`config.mk`:
```
export PLATFORM = sky130hd
export DESIGN_NAME = mmio_uart_perf
export DESIGN_NICKNAME = d
export VERILOG_FILES = /design/src/rtl/mmio_pkg.sv /design/src/rtl/sync_fifo.sv /design/src/rtl/mmio_uart_perf.sv
export SDC_FILE = /design/constraint.sdc
export NUM_CORES = 1
export LEC_CHECK = 0
export BUFFER_PORTS_ARGS = -buffer_cell sky130_fd_sc_hd__buf_2
export CORE_MARGIN = 2
export CORE_UTILIZATION = 55
export CTS_BUF_LIST = sky130_fd_sc_hd__clkbuf_4 sky130_fd_sc_hd__clkbuf_8 sky130_fd_sc_hd__clkbuf_16
export CTS_CLUSTER_DIAMETER = 40
export DETAILED_ROUTE_END_ITERATION = 7
export PLACE_DENSITY_LB_ADDON = 0.12
export RECOVER_POWER = 100
export SYNTH_ARGS = -nofsm -noshare
export SYNTH_HDL_FRONTEND = slang
export SYNTH_SLANG_ARGS = --single-unit
```
`constraint.sdc`:
```
create_clock -name clk -period 2.87 [get_ports clk]
set_input_delay 0.4305 -clock clk [delete_from_list [all_inputs] [get_ports clk]]
set_output_delay 0.4305 -clock clk [all_outputs]
set_load 0.03 [all_outputs]
```
`src/rtl/mmio_pkg.sv`:
```
// ============================================================================
// Module      : mmio_pkg
// Description : Address map and status-bit constants for the MMIO UART/counter block.
// Revision    : 1.0
// ============================================================================
`default_nettype none

package mmio_pkg;

    localparam logic [11:0] ADDR_STATUS      = 12'h000;
    localparam logic [11:0] ADDR_RX_DATA     = 12'h004;
    localparam logic [11:0] ADDR_TX_DATA     = 12'h008;
    localparam logic [11:0] ADDR_LEVELS      = 12'h00C;
    localparam logic [11:0] ADDR_CNT_CLR     = 12'h010;
    localparam logic [11:0] ADDR_CNT_BASE    = 12'h100;

    localparam logic [11:0] ADDR_LEG_CNT0    = 12'h010;
    localparam logic [11:0] ADDR_LEG_CNT1    = 12'h014;
    localparam logic [11:0] ADDR_LEG_CNT_CLR = 12'h018;
    localparam logic [11:0] ADDR_LEG_CNT2    = 12'h01C;
    localparam logic [11:0] ADDR_LEG_CNT3    = 12'h020;

    // Never matches a word-aligned address.
    localparam logic [11:0] ADDR_NONE        = 12'hFFF;

    localparam int ST_TX_NOTFULL  = 0;
    localparam int ST_RX_NONEMPTY = 1;
    localparam int ST_TX_OVF      = 2;

    function automatic logic [11:0] cnt_addr(input int idx);
        return ADDR_CNT_BASE + 12'(4 * idx);
    endfunction

    function automatic logic [11:0] leg_cnt_addr(input int idx);
        case (idx)
            0:       return ADDR_LEG_CNT0;
            1:       return ADDR_LEG_CNT1;
            2:       return ADDR_LEG_CNT2;
            3:       return ADDR_LEG_CNT3;
            default: return ADDR_NONE;
        endcase
    endfunction

endpackage

`default_nettype wire

```
`src/rtl/sync_fifo.sv`:
```
// ============================================================================
// Module      : sync_fifo
// Description : First-word-fall-through FIFO, 2**AW entries, with full/empty/level.
// Revision    : 1.0
// ============================================================================
`default_nettype none

module sync_fifo #(
    parameter int DW = 8,
    parameter int AW = 3
) (
    input  logic          clk,
    input  logic          rst_n,
    input  logic          push_i,
    input  logic [DW-1:0] wdata_i,
    input  logic          pop_i,
    output logic [DW-1:0] rdata_o,
    output logic          full_o,
    output logic          empty_o,
    output logic [AW:0]   level_o
);

    localparam int          DEPTH   = 1 << AW;
    localparam logic [AW:0] PTR_MSB = (AW+1)'(DEPTH);

    logic [DW-1:0] mem_q [DEPTH];
    logic [AW:0]   wptr_q, wptr_d;
    logic [AW:0]   rptr_q, rptr_d;
    logic          w_push_ok;
    logic          w_pop_ok;

    // Full/empty come from the pre-cycle pointers, so a pop never frees room
    // for a push in the same cycle.
    assign full_o    = (wptr_q ^ rptr_q) == PTR_MSB;
    assign empty_o   = (wptr_q == rptr_q);
    assign level_o   = wptr_q - rptr_q;
    assign rdata_o   = mem_q[rptr_q[AW-1:0]];
    assign w_push_ok = push_i && !full_o;
    assign w_pop_ok  = pop_i && !empty_o;

    always_comb begin
        wptr_d = wptr_q;
        rptr_d = rptr_q;
        if (w_push_ok) wptr_d = wptr_q + (AW+1)'(1);
        if (w_pop_ok)  rptr_d = rptr_q + (AW+1)'(1);
    end

    always_ff @(posedge clk or negedge rst_n) begin
        if (!rst_n) begin
            wptr_q <= '0;
            rptr_q <= '0;
        end else begin
            wptr_q <= wptr_d;
            rptr_q <= rptr_d;
        end
    end

    always_ff @(posedge clk) begin
        if (w_push_ok) mem_q[wptr_q[AW-1:0]] <= wdata_i;
    end

endmodule

`default_nettype wire

```
`src/rtl/mmio_uart_perf.sv`:
```
// ============================================================================
// Module      : mmio_uart_perf
// Description : MMIO bridge to the UART with TX/RX FIFOs, event counters and a
//               sticky TX-overflow flag. Define MMIO_LEGACY_MAP_EN for the
//               legacy counter aliases.
// Revision    : 1.0
// ============================================================================
`default_nettype none

module mmio_uart_perf
    import mmio_pkg::*;
#(
    parameter int FIFO_AW = 3,
    parameter int NUM_CNT = 4,
    parameter int CNT_W   = 32
) (
    input  logic               clk,
    input  logic               rst_n,
    input  logic               req_valid,
    input  logic               req_we,
    input  logic [11:0]        req_addr,
    input  logic [7:0]         req_wdata,
    output logic [31:0]        rd_data,
    output logic               rd_valid,
    output logic [7:0]         tx_data,
    output logic               tx_valid,
    input  logic               tx_ready,
    input  logic [7:0]         rx_data,
    input  logic               rx_valid,
    output logic               rx_ready,
    input  logic [NUM_CNT-1:0] cnt_event
);

    logic [11:0]      w_addr;
    logic             w_is_load;
    logic             w_is_store;
    logic             w_unused_addr;

    logic             w_tx_push;
    logic             w_tx_drop;
    logic             w_tx_full;
    logic             w_tx_empty;
    logic [FIFO_AW:0] w_tx_level;

    logic             w_rx_push;
    logic             w_rx_pop;
    logic             w_rx_full;
    logic             w_rx_empty;
    logic [7:0]       w_rx_head;
    logic [FIFO_AW:0] w_rx_level;

    logic             w_cnt_clr;
    logic [CNT_W-1:0] cnt_q [NUM_CNT];
    logic [CNT_W-1:0] cnt_d [NUM_CNT];

    logic             ovf_q, ovf_d;
    logic [31:0]      w_rdata;
    logic [31:0]      rd_data_q, rd_data_d;
    logic             rd_valid_q;

    assign w_addr        = {req_addr[11:2], 2'b00};
    assign w_unused_addr = ^req_addr[1:0];
    assign w_is_load     = req_valid && !req_we;
    assign w_is_store    = req_valid && req_we;

    assign w_tx_push = w_is_store && (w_addr == ADDR_TX_DATA);
    assign w_tx_drop = w_tx_push && w_tx_full;
    assign w_rx_pop  = w_is_load && (w_addr == ADDR_RX_DATA);
    assign w_rx_push = rx_valid && rx_ready;

`ifdef MMIO_LEGACY_MAP_EN
    assign w_cnt_clr = w_is_store &&
                       ((w_addr == ADDR_CNT_CLR) || (w_addr == ADDR_LEG_CNT_CLR));
`else
    assign w_cnt_clr = w_is_store && (w_addr == ADDR_CNT_CLR);
`endif

    sync_fifo #(
        .DW (8),
        .AW (FIFO_AW)
    ) u_tx_fifo (
        .clk     (clk),
        .rst_n   (rst_n),
        .push_i  (w_tx_push),
        .wdata_i (req_wdata),
        .pop_i   (tx_ready),
        .rdata_o (tx_data),
        .full_o  (w_tx_full),
        .empty_o (w_tx_empty),
        .level_o (w_tx_level)
    );

    sync_fifo #(
        .DW (8),
        .AW (FIFO_AW)
    ) u_rx_fifo (
        .clk     (clk),
        .rst_n   (rst_n),
        .push_i  (w_rx_push),
        .wdata_i (rx_data),
        .pop_i   (w_rx_pop),
        .rdata_o (w_rx_head),
        .full_o  (w_rx_full),
        .empty_o (w_rx_empty),
        .level_o (w_rx_level)
    );

    assign tx_valid = !w_tx_empty;
    // Held low while reset is asserted so the uart never sees a stale ready.
    assign rx_ready = rst_n && !w_rx_full;

    // Sticky overflow: a status read clears it, a same-cycle drop re-sets it.
    always_comb begin
        ovf_d = ovf_q;
        if (w_is_load && (w_addr == ADDR_STATUS)) ovf_d = 1'b0;
        if (w_tx_drop)                            ovf_d = 1'b1;
    end

    always_comb begin
        for (int i = 0; i < NUM_CNT; i++) begin
            if (w_cnt_clr)         cnt_d[i] = '0;
            else if (cnt_event[i]) cnt_d[i] = cnt_q[i] + CNT_W'(1);
            else                   cnt_d[i] = cnt_q[i];
        end
    end

    always_comb begin
        w_rdata = 32'h0;
        if (w_addr == ADDR_STATUS) begin
            w_rdata[ST_TX_NOTFULL]  = !w_tx_full;
            w_rdata[ST_RX_NONEMPTY] = !w_rx_empty;
            w_rdata[ST_TX_OVF]      = ovf_q;
        end else if (w_addr == ADDR_RX_DATA) begin
            w_rdata = {24'h0, (w_rx_empty ? 8'h00 : w_rx_head)};
        end else if (w_addr == ADDR_LEVELS) begin
            w_rdata = {16'h0, 8'(w_rx_level), 8'(w_tx_level)};
        end
        for (int i = 0; i < NUM_CNT; i++) begin
            if (w_addr == cnt_addr(i)) w_rdata = 32'(cnt_q[i]);
`ifdef MMIO_LEGACY_MAP_EN
            if (w_addr == leg_cnt_addr(i)) w_rdata = 32'(cnt_q[i]);
`endif
        end
    end

    assign rd_data_d = w_is_load ? w_rdata : rd_data_q;

    always_ff @(posedge clk or negedge rst_n) begin
        if (!rst_n) begin
            ovf_q      <= 1'b0;
            rd_data_q  <= 32'h0;
            rd_valid_q <= 1'b0;
            for (int i = 0; i < NUM_CNT; i++) cnt_q[i] <= '0;
        end else begin
            ovf_q      <= ovf_d;
            rd_data_q  <= rd_data_d;
            rd_valid_q <= w_is_load;
            cnt_q      <= cnt_d;
        end
    end

    assign rd_data  = rd_data_q;
    assign rd_valid = rd_valid_q;

endmodule

`default_nettype wire

```
==> impl_metrics.py <==
metrics = {
    "logic_synthesis": {
        "syn_area_mm2": 0.0145,
        "synth_flop_cell": "dfrtp_1",
        "synth_seq_area_share": 0.574,
        "ys_ff_latch": 306,
        "synth_cell_type_count": 63,
        "yosysWarnings": 0,
        "synthArstFlopShare": 0.582,
        "postSynthCellCount": 1247,
        "synth_edf_count": 128,
        "syn-num-nets": 1301,
        "syn_area_per_cell_um2": 11.6,
    },
    "placement": {
        "io_buffer_count": 78,
        "finalWeightedCongestion": 0.877,
        "dp.cells": 1639,
        "dp_hpwl_um": 22300,
    },
    "final_layout": {
        "final_util": 0.648,
        "area_delta_synth_final_pct": 16.2,
        "layout.nets": 1404,
        "drive_gt1_frac": 0.140,
        "final_cell_mix": "dfrtp_1 (178), nor2_1 (143), edfxtp_1 (128)",
        "final_common_cell": "dfrtp_1",
        "fill_cells": 2015,
        "instances_no_fill": 1722,
    },
    "sta": {
        "skew_ns": 0.0130,
        "drv_slew": 269,
        "worstMarginPinSlew_ns": 2.41,
        "hold_viol": 0,
        "hold_ws_ns": 0.260,
        "fmax_mhz": 378,
        "finalSetupViolations": 0,
        "slew_headroom": -0.608,
        "fin_crit_ns": 2.64,
        "fin_crit_sh": 0.922,
        "rsz0062_at_grt": "false",
    },
    "drt": {
        "dr.first_iter.drc_count": 965,
        "num_vias": 10100,
        "ant_nets": 0,
        "firstDrtPassIters": 5,
        "finalWirelength_um": 33500,
        "wl_per_cell_um": 19.5,
        "drc": 0,
        "vias_per_cell": 5.88,
    },
    "hold_path": {
        "min_path_type": "input port to flop",
    },
    "critical_path": {
        "cp_data_required_time_ns": 2.44,
        "path_cells": "clkbuf_4, mux4_2, nand2_1, nand2_1, clkbuf_2",
        "cp_slowest_stage_delay_ns": 0.60,
        "path_max_fanout": 19,
        "critical_path_class": "flop to output port",
        "cp_common_cell": "nand2_1",
        "critPathLaunchType": "flop",
        "cp-end-kind": "output port",
        "cp_data_arrival_time_ns": 2.21,
        "rrSetupSlack_ns": 0.35,
        "slowest_stage": "mux4_2",
    },
    "global_routing": {
        "grt_max_degree": 179,
        "grt_pass1_wl_um": 53700,
        "overflow": 0,
        "antenna_found_initial": 3,
        "grt_usage": 0.245,
        "grt_pass1_vias": 9606,
    },
    "power_and_ir_drop": {
        "cellPowerDensity_mw_per_mm2": 766,
        "power.leakage_uw": 0.00659,
        "irDropWorstVdd_uv": 725,
    },
    "clock_tree": {
        "clock_latency_ns": 0.53,
        "cts.repair.resized": 0,
        "root_buffer": "clkbuf_16",
        "ctsHoldBuffers": 0,
        "cts_setup_buffers": 0,
        "clk_pin_slew_ns": 0.06,
        "numCtsBuffers": 44,
        "h-tree-depth": 2,
        "clock_sinks": 306,
        "cts_tree": "done",
        "clk_path_buf_depth": 3,
    },
    "floorplan": {
        "core_area_mm2": 0.0259,
        "design.die.area_mm2": 0.0276,
        "io_pins": 81,
        "chipHeight_um": 166,
        "start_util": 0.558,
        "fp.dieW_um": 166,
        "row_count": 59,
    },
    "job": {
        "maxCapViolCount": 1,
    },
    "run_status": {
        "violations": "max-capacitance violations, max-slew violations",
        "status": "finished, violations left",
    },
}
## metal layers
metal | wire length (um) | up-vias | global-route usage
met2 | 15100 | 288 | 0.358
met3 | 2100 | 43 | 0.0412
met5 | 0 | - | 0
met1 | 15700 | 5028 | 0.383
met4 | 604 | 0 | 0.0677
li1 | - | 4765 | -
## worst paths after layout
kind                                      from                     to  cells after the start
max                        u_tx_fifo.rptr_q[0]             tx_data[0]                      5
min                                 rx_data[7]  u_rx_fifo.mem_q[4][7]                      1
max reg2reg                u_tx_fifo.wptr_q[0]  u_tx_fifo.mem_q[2][7]                      8
min reg2reg                        rd_data[15]            rd_data[15]                      2
max in group asynchronous                rst_n               rd_valid                      2
min in group asynchronous                rst_n              cnt_q[65]                      2
## cell type report
class / count / area (um^2) / area share
well taps: 335 / 419 / 0.0250
flip-flops and latches: 306 / 8300 / 0.494
inverters: 25 / 93.8 / 0.00559
multi-input cells: 850 / 5780 / 0.344
clock buffers: 51 / 1200 / 0.0712
clock inverters: 29 / 359 / 0.0214
diodes: 3 / 7.51 / 0.000447
repair buffers: 123 / 641 / 0.0381
## through the flow
step	setup TNS [ns]	setup WS [ns]	area [um^2]	total power (uW)
after detailed placement	0	0.251	15400	7350
final	0	0.225	16800	12900
after floorplan	-3.88	-0.109	14500	6680
after CTS	0	0.248	17000	13000
after global routing	0	0.102	16800	13400
after global placement	0	0.293	15400	7280
## cell families after synthesis
kind of cell    share of synthesized area
mux                                0.0601
compound gates                     0.0757
flops                               0.574
buf+inv                            0.0273
xor+xnor                           0.0787
fa+ha+maj                          0.0149
simple gates                        0.169
## registers in the layout (all words and copies together) (netlist names), 4 cells and up
signal / count
cnt_q: 128
u_rx_fifo.mem_q: 64
u_tx_fifo.mem_q: 64
rd_data: 32
u_rx_fifo.rptr_q: 4
u_rx_fifo.wptr_q: 4
u_tx_fifo.rptr_q: 4
u_tx_fifo.wptr_q: 4
## critical path: cells and delay by family (launching register included)
kind / cells / cell delay (ns)
DFF: 1 / 0.36
buffers and inverters: 2 / 0.57
and+or+nand+nor: 2 / 0.15
muxes: 1 / 0.60
## where the power goes
part	switching, uW	leakage, uW	internal [uW]
combinational	1140	0.00228	775
sequential	433	0.00354	4910
clock	2030	0.000761	3570
## cell usage after synthesis, types with 4 or more instances
| cell type | n | share of area |
|---|---|---|
| mux4_2 | 32 | 0.050 |
| and3_1 | 20 | 0.0087 |
| xor2_1 | 69 | 0.042 |
| buf_4 | 5 | 0.0026 |
| nand4_1 | 47 | 0.020 |
| dfrtp_1 | 178 | 0.31 |
| mux2_2 | 7 | 0.0055 |
| or2_2 | 4 | 0.0017 |
| a211oi_1 | 8 | 0.0042 |
| inv_1 | 24 | 0.0062 |
| clkbuf_1 | 29 | 0.0075 |
| o21ai_1 | 17 | 0.0059 |
| a22o_1 | 9 | 0.0055 |
| and4_1 | 15 | 0.0091 |
| or3_1 | 13 | 0.0056 |
| nand2b_1 | 5 | 0.0022 |
| nor4_1 | 11 | 0.0048 |
| nand3b_1 | 4 | 0.0021 |
| edfxtp_1 | 128 | 0.27 |
| o2bb2ai_1 | 15 | 0.0091 |
| a31oi_1 | 4 | 0.0017 |
| nand3_1 | 38 | 0.013 |
| mux2i_1 | 7 | 0.0048 |
| o21a_1 | 5 | 0.0026 |
| and2_1 | 6 | 0.0026 |
| buf_2 | 27 | 0.0093 |
| ha_1 | 14 | 0.012 |
| nand2_1 | 118 | 0.031 |
| nor3_1 | 36 | 0.012 |
| xnor2_1 | 61 | 0.037 |
| a22oi_1 | 19 | 0.0099 |
| o21ai_0 | 40 | 0.014 |
| buf_1 | 5 | 0.0013 |
| nor2_1 | 145 | 0.038 |
| a222oi_1 | 4 | 0.0028 |
| a21oi_1 | 37 | 0.013 |
No activity file was read; power rests on OpenSTA's default activity.
